===== src/rtl/pipeline_ctrl_pkg.sv =====
// Shared types and constants for the five-stage pipeline hazard controller.
package pipeline_ctrl_pkg;

    localparam int REG_AW = 4;

    typedef enum logic [1:0] {
        ST_RUN      = 2'd0,
        ST_MEM_WAIT = 2'd1,
        ST_REDIRECT = 2'd2,
        ST_HALT     = 2'd3
    } state_e;

    typedef logic [1:0] fwd_sel_t;

    localparam fwd_sel_t FWD_RF  = 2'b00;
    localparam fwd_sel_t FWD_MEM = 2'b01;
    localparam fwd_sel_t FWD_WB  = 2'b10;

endpackage


===== src/rtl/pipeline_ctrl_fwd_unit.sv =====
// Operand bypass selection for the two ALU sources; the Memory stage wins over Writeback.
module fwd_unit
    import pipeline_ctrl_pkg::*;
(
    input  logic [REG_AW-1:0] ex_rs1,
    input  logic [REG_AW-1:0] ex_rs2,
    input  logic [REG_AW-1:0] mem_rd,
    input  logic              mem_wbs,
    input  logic [REG_AW-1:0] wb_rd,
    input  logic              wb_wbs,
    output fwd_sel_t          fwd_a,
    output fwd_sel_t          fwd_b
);

    logic [1:0][REG_AW-1:0] src;
    logic [1:0][1:0]        sel;

    assign src = {ex_rs2, ex_rs1};

    generate
        for (genvar gi = 0; gi < 2; gi++) begin : g_op
            assign sel[gi] = (mem_wbs && (mem_rd == src[gi])) ? FWD_MEM :
                             (wb_wbs  && (wb_rd  == src[gi])) ? FWD_WB  : FWD_RF;
        end
    endgenerate

    assign fwd_a = sel[0];
    assign fwd_b = sel[1];

endmodule


===== src/rtl/pipeline_ctrl.sv =====
// Pipeline hazard controller: stalls, flushes, bypass selection and halt for a 5-stage core.
module pipeline_ctrl
    import pipeline_ctrl_pkg::*;
(
    input  logic              clk,
    input  logic              rst,
    input  logic [REG_AW-1:0] id_rs1,
    input  logic [REG_AW-1:0] id_rs2,
    input  logic              id_use1,
    input  logic              id_use2,
    input  logic [REG_AW-1:0] ex_rs1,
    input  logic [REG_AW-1:0] ex_rs2,
    input  logic [REG_AW-1:0] ex_rd,
    input  logic              ex_wbs,
    input  logic              ex_load,
    input  logic [REG_AW-1:0] mem_rd,
    input  logic              mem_wbs,
    input  logic [REG_AW-1:0] wb_rd,
    input  logic              wb_wbs,
    input  logic              br_taken,
    input  logic              dmem_req,
    input  logic              dmem_ready,
    input  logic              halt_req,
    output logic              pc_en,
    output logic              fd_en,
    output logic              de_en,
    output logic              em_en,
    output logic              mw_en,
    output logic              fd_flush,
    output logic              de_flush,
    output logic              mw_flush,
    output logic [1:0]        fwd_a,
    output logic [1:0]        fwd_b,
    output logic              halted,
    output logic [15:0]       stall_cnt
);

    state_e      state_q, state_d;
    logic        redir_pend_q, redir_pend_d;
    logic [15:0] stall_cnt_q, stall_cnt_d;
    logic        mem_stall;
    logic        load_use;
    fwd_sel_t    fwd_a_raw, fwd_b_raw;

    fwd_unit u_fwd (
        .ex_rs1  (ex_rs1),
        .ex_rs2  (ex_rs2),
        .mem_rd  (mem_rd),
        .mem_wbs (mem_wbs),
        .wb_rd   (wb_rd),
        .wb_wbs  (wb_wbs),
        .fwd_a   (fwd_a_raw),
        .fwd_b   (fwd_b_raw)
    );

    assign mem_stall = dmem_req & ~dmem_ready;
    assign load_use  = ex_load & ex_wbs &
                       ((id_use1 & (id_rs1 == ex_rd)) | (id_use2 & (id_rs2 == ex_rd)));

    always_comb begin
        state_d      = state_q;
        redir_pend_d = redir_pend_q;
        pc_en        = 1'b1;
        fd_en        = 1'b1;
        de_en        = 1'b1;
        em_en        = 1'b1;
        mw_en        = 1'b1;
        fd_flush     = 1'b0;
        de_flush     = 1'b0;
        mw_flush     = 1'b0;

        if (rst) begin
            {pc_en, fd_en, de_en, em_en, mw_en} = 5'b00000;
            {fd_flush, de_flush, mw_flush}      = 3'b111;
        end else begin
            unique case (state_q)
                ST_RUN: begin
                    if (mem_stall) begin
                        {pc_en, fd_en, de_en, em_en} = 4'b0000;
                        mw_flush = 1'b1;
                        state_d  = ST_MEM_WAIT;
                    end else if (halt_req) begin
                        {pc_en, fd_en, de_en, em_en, mw_en} = 5'b00000;
                        state_d = ST_HALT;
                    end else if (br_taken) begin
                        fd_flush = 1'b1;
                        de_flush = 1'b1;
                        state_d  = ST_REDIRECT;
                    end else if (load_use) begin
                        pc_en    = 1'b0;
                        fd_en    = 1'b0;
                        de_flush = 1'b1;
                    end
                end
                ST_MEM_WAIT: begin
                    if (mem_stall) begin
                        {pc_en, fd_en, de_en, em_en} = 4'b0000;
                        mw_flush = 1'b1;
                    end else begin
                        // Execute was frozen, so any branch there is handled next cycle in RUN.
                        fd_flush     = redir_pend_q;
                        redir_pend_d = 1'b0;
                        state_d      = ST_RUN;
                    end
                end
                ST_REDIRECT: begin
                    if (mem_stall) begin
                        {pc_en, fd_en, de_en, em_en} = 4'b0000;
                        mw_flush     = 1'b1;
                        redir_pend_d = 1'b1;
                        state_d      = ST_MEM_WAIT;
                    end else begin
                        fd_flush = 1'b1;
                        state_d  = ST_RUN;
                    end
                end
                ST_HALT: begin
                    {pc_en, fd_en, de_en, em_en, mw_en} = 5'b00000;
                end
                default: state_d = ST_RUN;
            endcase
        end

        stall_cnt_d = stall_cnt_q;
        if (!pc_en && (state_q != ST_HALT) && (stall_cnt_q != 16'hFFFF)) begin
            stall_cnt_d = stall_cnt_q + 16'd1;
        end
    end

    always_ff @(posedge clk) begin
        if (rst) begin
            state_q      <= ST_RUN;
            redir_pend_q <= 1'b0;
            stall_cnt_q  <= 16'd0;
        end else begin
            state_q      <= state_d;
            redir_pend_q <= redir_pend_d;
            stall_cnt_q  <= stall_cnt_d;
        end
    end

    assign fwd_a     = rst ? FWD_RF : fwd_a_raw;
    assign fwd_b     = rst ? FWD_RF : fwd_b_raw;
    assign halted    = (state_q == ST_HALT);
    assign stall_cnt = stall_cnt_q;

endmodule


===== config.mk =====
export PLATFORM = sky130hd
export DESIGN_NAME = pipeline_ctrl
export DESIGN_NICKNAME = d
export VERILOG_FILES = /design/src/rtl/pipeline_ctrl_pkg.sv /design/src/rtl/pipeline_ctrl_fwd_unit.sv /design/src/rtl/pipeline_ctrl.sv
export SDC_FILE = /design/constraint.sdc
export NUM_CORES = 1
export LEC_CHECK = 0
export BUFFER_PORTS_ARGS = -buffer_cell sky130_fd_sc_hd__buf_4
export CAP_MARGIN = 20
export CORE_ASPECT_RATIO = 0.5
export CORE_UTILIZATION = 47
export DETAILED_ROUTE_END_ITERATION = 12
export GPL_TIMING_DRIVEN = 0
export PLACE_DENSITY = 0.86
export SLEW_MARGIN = 5
export SYNTH_ARGS = -nofsm -noshare
export SYNTH_HDL_FRONTEND = slang
export SYNTH_SLANG_ARGS = --single-unit

===== constraint.sdc =====
create_clock -name clk -period 2.3 [get_ports clk]
set_input_delay 0.23 -clock clk [delete_from_list [all_inputs] [get_ports clk]]
set_output_delay 0.23 -clock clk [all_outputs]
set_load 0.02 [all_outputs]

==> metrics <==
Final Hold Viols 0; WL/cell 14.0 um; layout cells sized above 1 between 30% and 40%; number of hold buffers added after cts 0; FF-to-FF path depth 8; sequential power share 29.5%; Internal Power 0.836 mW; Mapped Cells 190; Post-synth ARST share 0%; crit start category flip-flop; Syn Area/Cell 7.79 um^2; die footprint about 3400 um^2; routed length on met3 304 um; routed vias 1685; switch share between 30% and 40%; filler cell count 203; pwr/cell area 649 nW/um^2; global-route wire length before repair 6390 um; H-tree lvl count 1; Fin Setup TNS 0 ps; Post-DRT Antenna Nets 0; ANT cells 0; fin nets 310; VDD IR-drop max between 0.6 and 0.7 mV; CP Class reg -> reg; clock latency on the worst-skew pair 260 ps; outcome finished clean; Pleak 0.920 nW; largest net degree at the start of global routing 13; NetSw 0.551 mW; top-area cell type share of the netlist area 25.7%; Avg Vias per Cell 5.60; Synth Register Bits 19; GPL Wtd Cong 0.793; Top Layer Used met4; Rows 13; Synth Net Count ~240; vias in the first global route ~1.6k; Die X 81.4 um; detailed placement HPWL 3290 um; Setup Skew 9.73 ps; Sequential Area ~380 um^2; Initial Util 53.2%; CTS tree done; Sink Count 19; Synth Cell Area 1480 um^2; CP required between 2000 and 2500 ps; met2 wire length ~2200 um; ys flop type dfxtp_1; r2r setup slk 90 ps; largest cells by area after synthesis dfxtp_1, xnor2_1, nand3_1, mux2_1, nor2_1; Post-synth EDFFs 0; Final Slew Violations 0; cell total after placement between 200 and 300; drt first pass iters 4; fin cells ~300; number of library cell types mapped by synthesis 43; Die Height 41.7 um; fmax 0.452 GHz; Hold Crit Class in -> reg; DRC 0; clock network power share 17.5%; Port Buffers 68; top fanout value on the critical path 8; Metal-1 WL 1670 um; Area growth, synth to finish 44.4%; Placeable Area 2780 um^2; YS warnings 0; Root Buffer clkbuf_8; initial antenna violation count 0; GR Util All Layers between 20% and 30%; worst hold stages 3; CP Capture Type flip-flop; RSZ-0062 raised after global routing false; Tmin final around 2200 ps; multi-input logic area 1060 um^2; largest area contributor in the netlist dfxtp_1; clock-pin slew on the worst setup and hold paths 80 ps; combinational power share 53.0%; register area share after synthesis 25.7%; global route total overflow 0; Final Cycle Share 96.1%; # IOs just under 70; CTS Buf Count 3; Max Cap Violations 0; Iteration-0 DRC Markers 127; final setup vio count 0; routed wire length 4210 um; clk buf depth 2; Worst-Margin Slew ~520 ps; relative slew slack 65.5%; Arr. time, crit path 2350 ps
power groups by stage:
stage	combinational (mW)	clock, mW	sequential [mW]
floorplan	0.394	0	0.435
global placement	0.633	0	0.415
detailed placement	0.650	0	0.416
CTS	0.658	0.245	0.408
global route	0.793	0.261	0.415
finish	0.736	0.243	0.409
critical path, cell delays in order (launching register included):
cell and delay [ps]:
dfxtp_2 330, inv_1 140, ha_4 180, and4b_1 210
nand3_1 100, o22ai_2 280, nor2_4 120, nor4_1 360
mux2_1 370
cells by family after synthesis:
group	after synthesis	synth area share, %
mux	7	5.24
fa+ha+maj	5	4.23
simple gates	86	31.6
buf+inv	15	4.56
flops	19	25.7
compound gates	36	15.6
xor+xnor	22	13.0
final timing paths:
path / startpoint / to
hold reg to reg: redir_pend_q / redir_pend_q
hold / removal: rst / stall_cnt[9]
setup / recovery: state_q[0] / stall_cnt[13]
setup reg to reg: state_q[0] / stall_cnt[13]
state kept, by name, indices dropped and copies added (netlist names):
name and flops:
stall_cnt 16, state_q 2, redir_pend_q 1
Yosys cell counts (3+ instances only):
library cell / count
a21oi_1: 10
buf_4: 3
clkbuf_1: 3
dfxtp_1: 19
ha_1: 5
inv_1: 8
mux2_1: 6
nand2_1: 15
nand3_1: 15
nor2_1: 17
nor2b_1: 8
nor4_1: 6
nor4b_1: 3
o21ai_0: 5
o21ai_1: 5
o22ai_1: 3
or3_1: 7
xnor2_1: 15
xor2_1: 7
layer usage:
layer  GRT usage [%]  vias to the layer above
li1                -                      824
met1            27.0                      769
met2            45.7                       78
met3            5.27                       14
met4            8.93                        0
met5               0                        -
through the flow:
stage	setup WS, ps	instance area, um^2	power [mW]	hold slack, ps	utilization [%]
finish	88.7	2140	1.39	341	76.8
global route	2.75	2140	1.47	364	76.8
CTS	3.71	2090	1.31	343	75.2
detailed placement	76.3	2040	1.07	470	73.2
global placement	91.6	2040	1.05	457	73.2
floorplan	215	1480	0.829	446	-
layout make-up:
cell class / count / area share [%]
multi-input combinational: 156 / 49.7
clock inverter: 1 / 0.351
inverter: 8 / 1.41
clock buffer: 3 / 1.93
tap: 37 / 2.17
sequential: 19 / 17.9
timing repair buffer: 70 / 24.6
buffer: 7 / 1.93
placed cells by master (no fill, tap or decap), types with 7 or more instances in the layout:
cell,count
a21oi_1,10
nand3_1,15
xor2_1,7
dfxtp_1,17
buf_4,72
xnor2_1,15
inv_1,8
nand2_1,15
nor2b_1,8
nor2_1,17
repair_timing:
action | CTS | global route
gates resized for setup | 1 | 7
endpoints found under the setup margin | 2 | 13
pin swaps | 0 | 2
buffers inserted | 0 | 2
(Power assumes the default switching activity.)
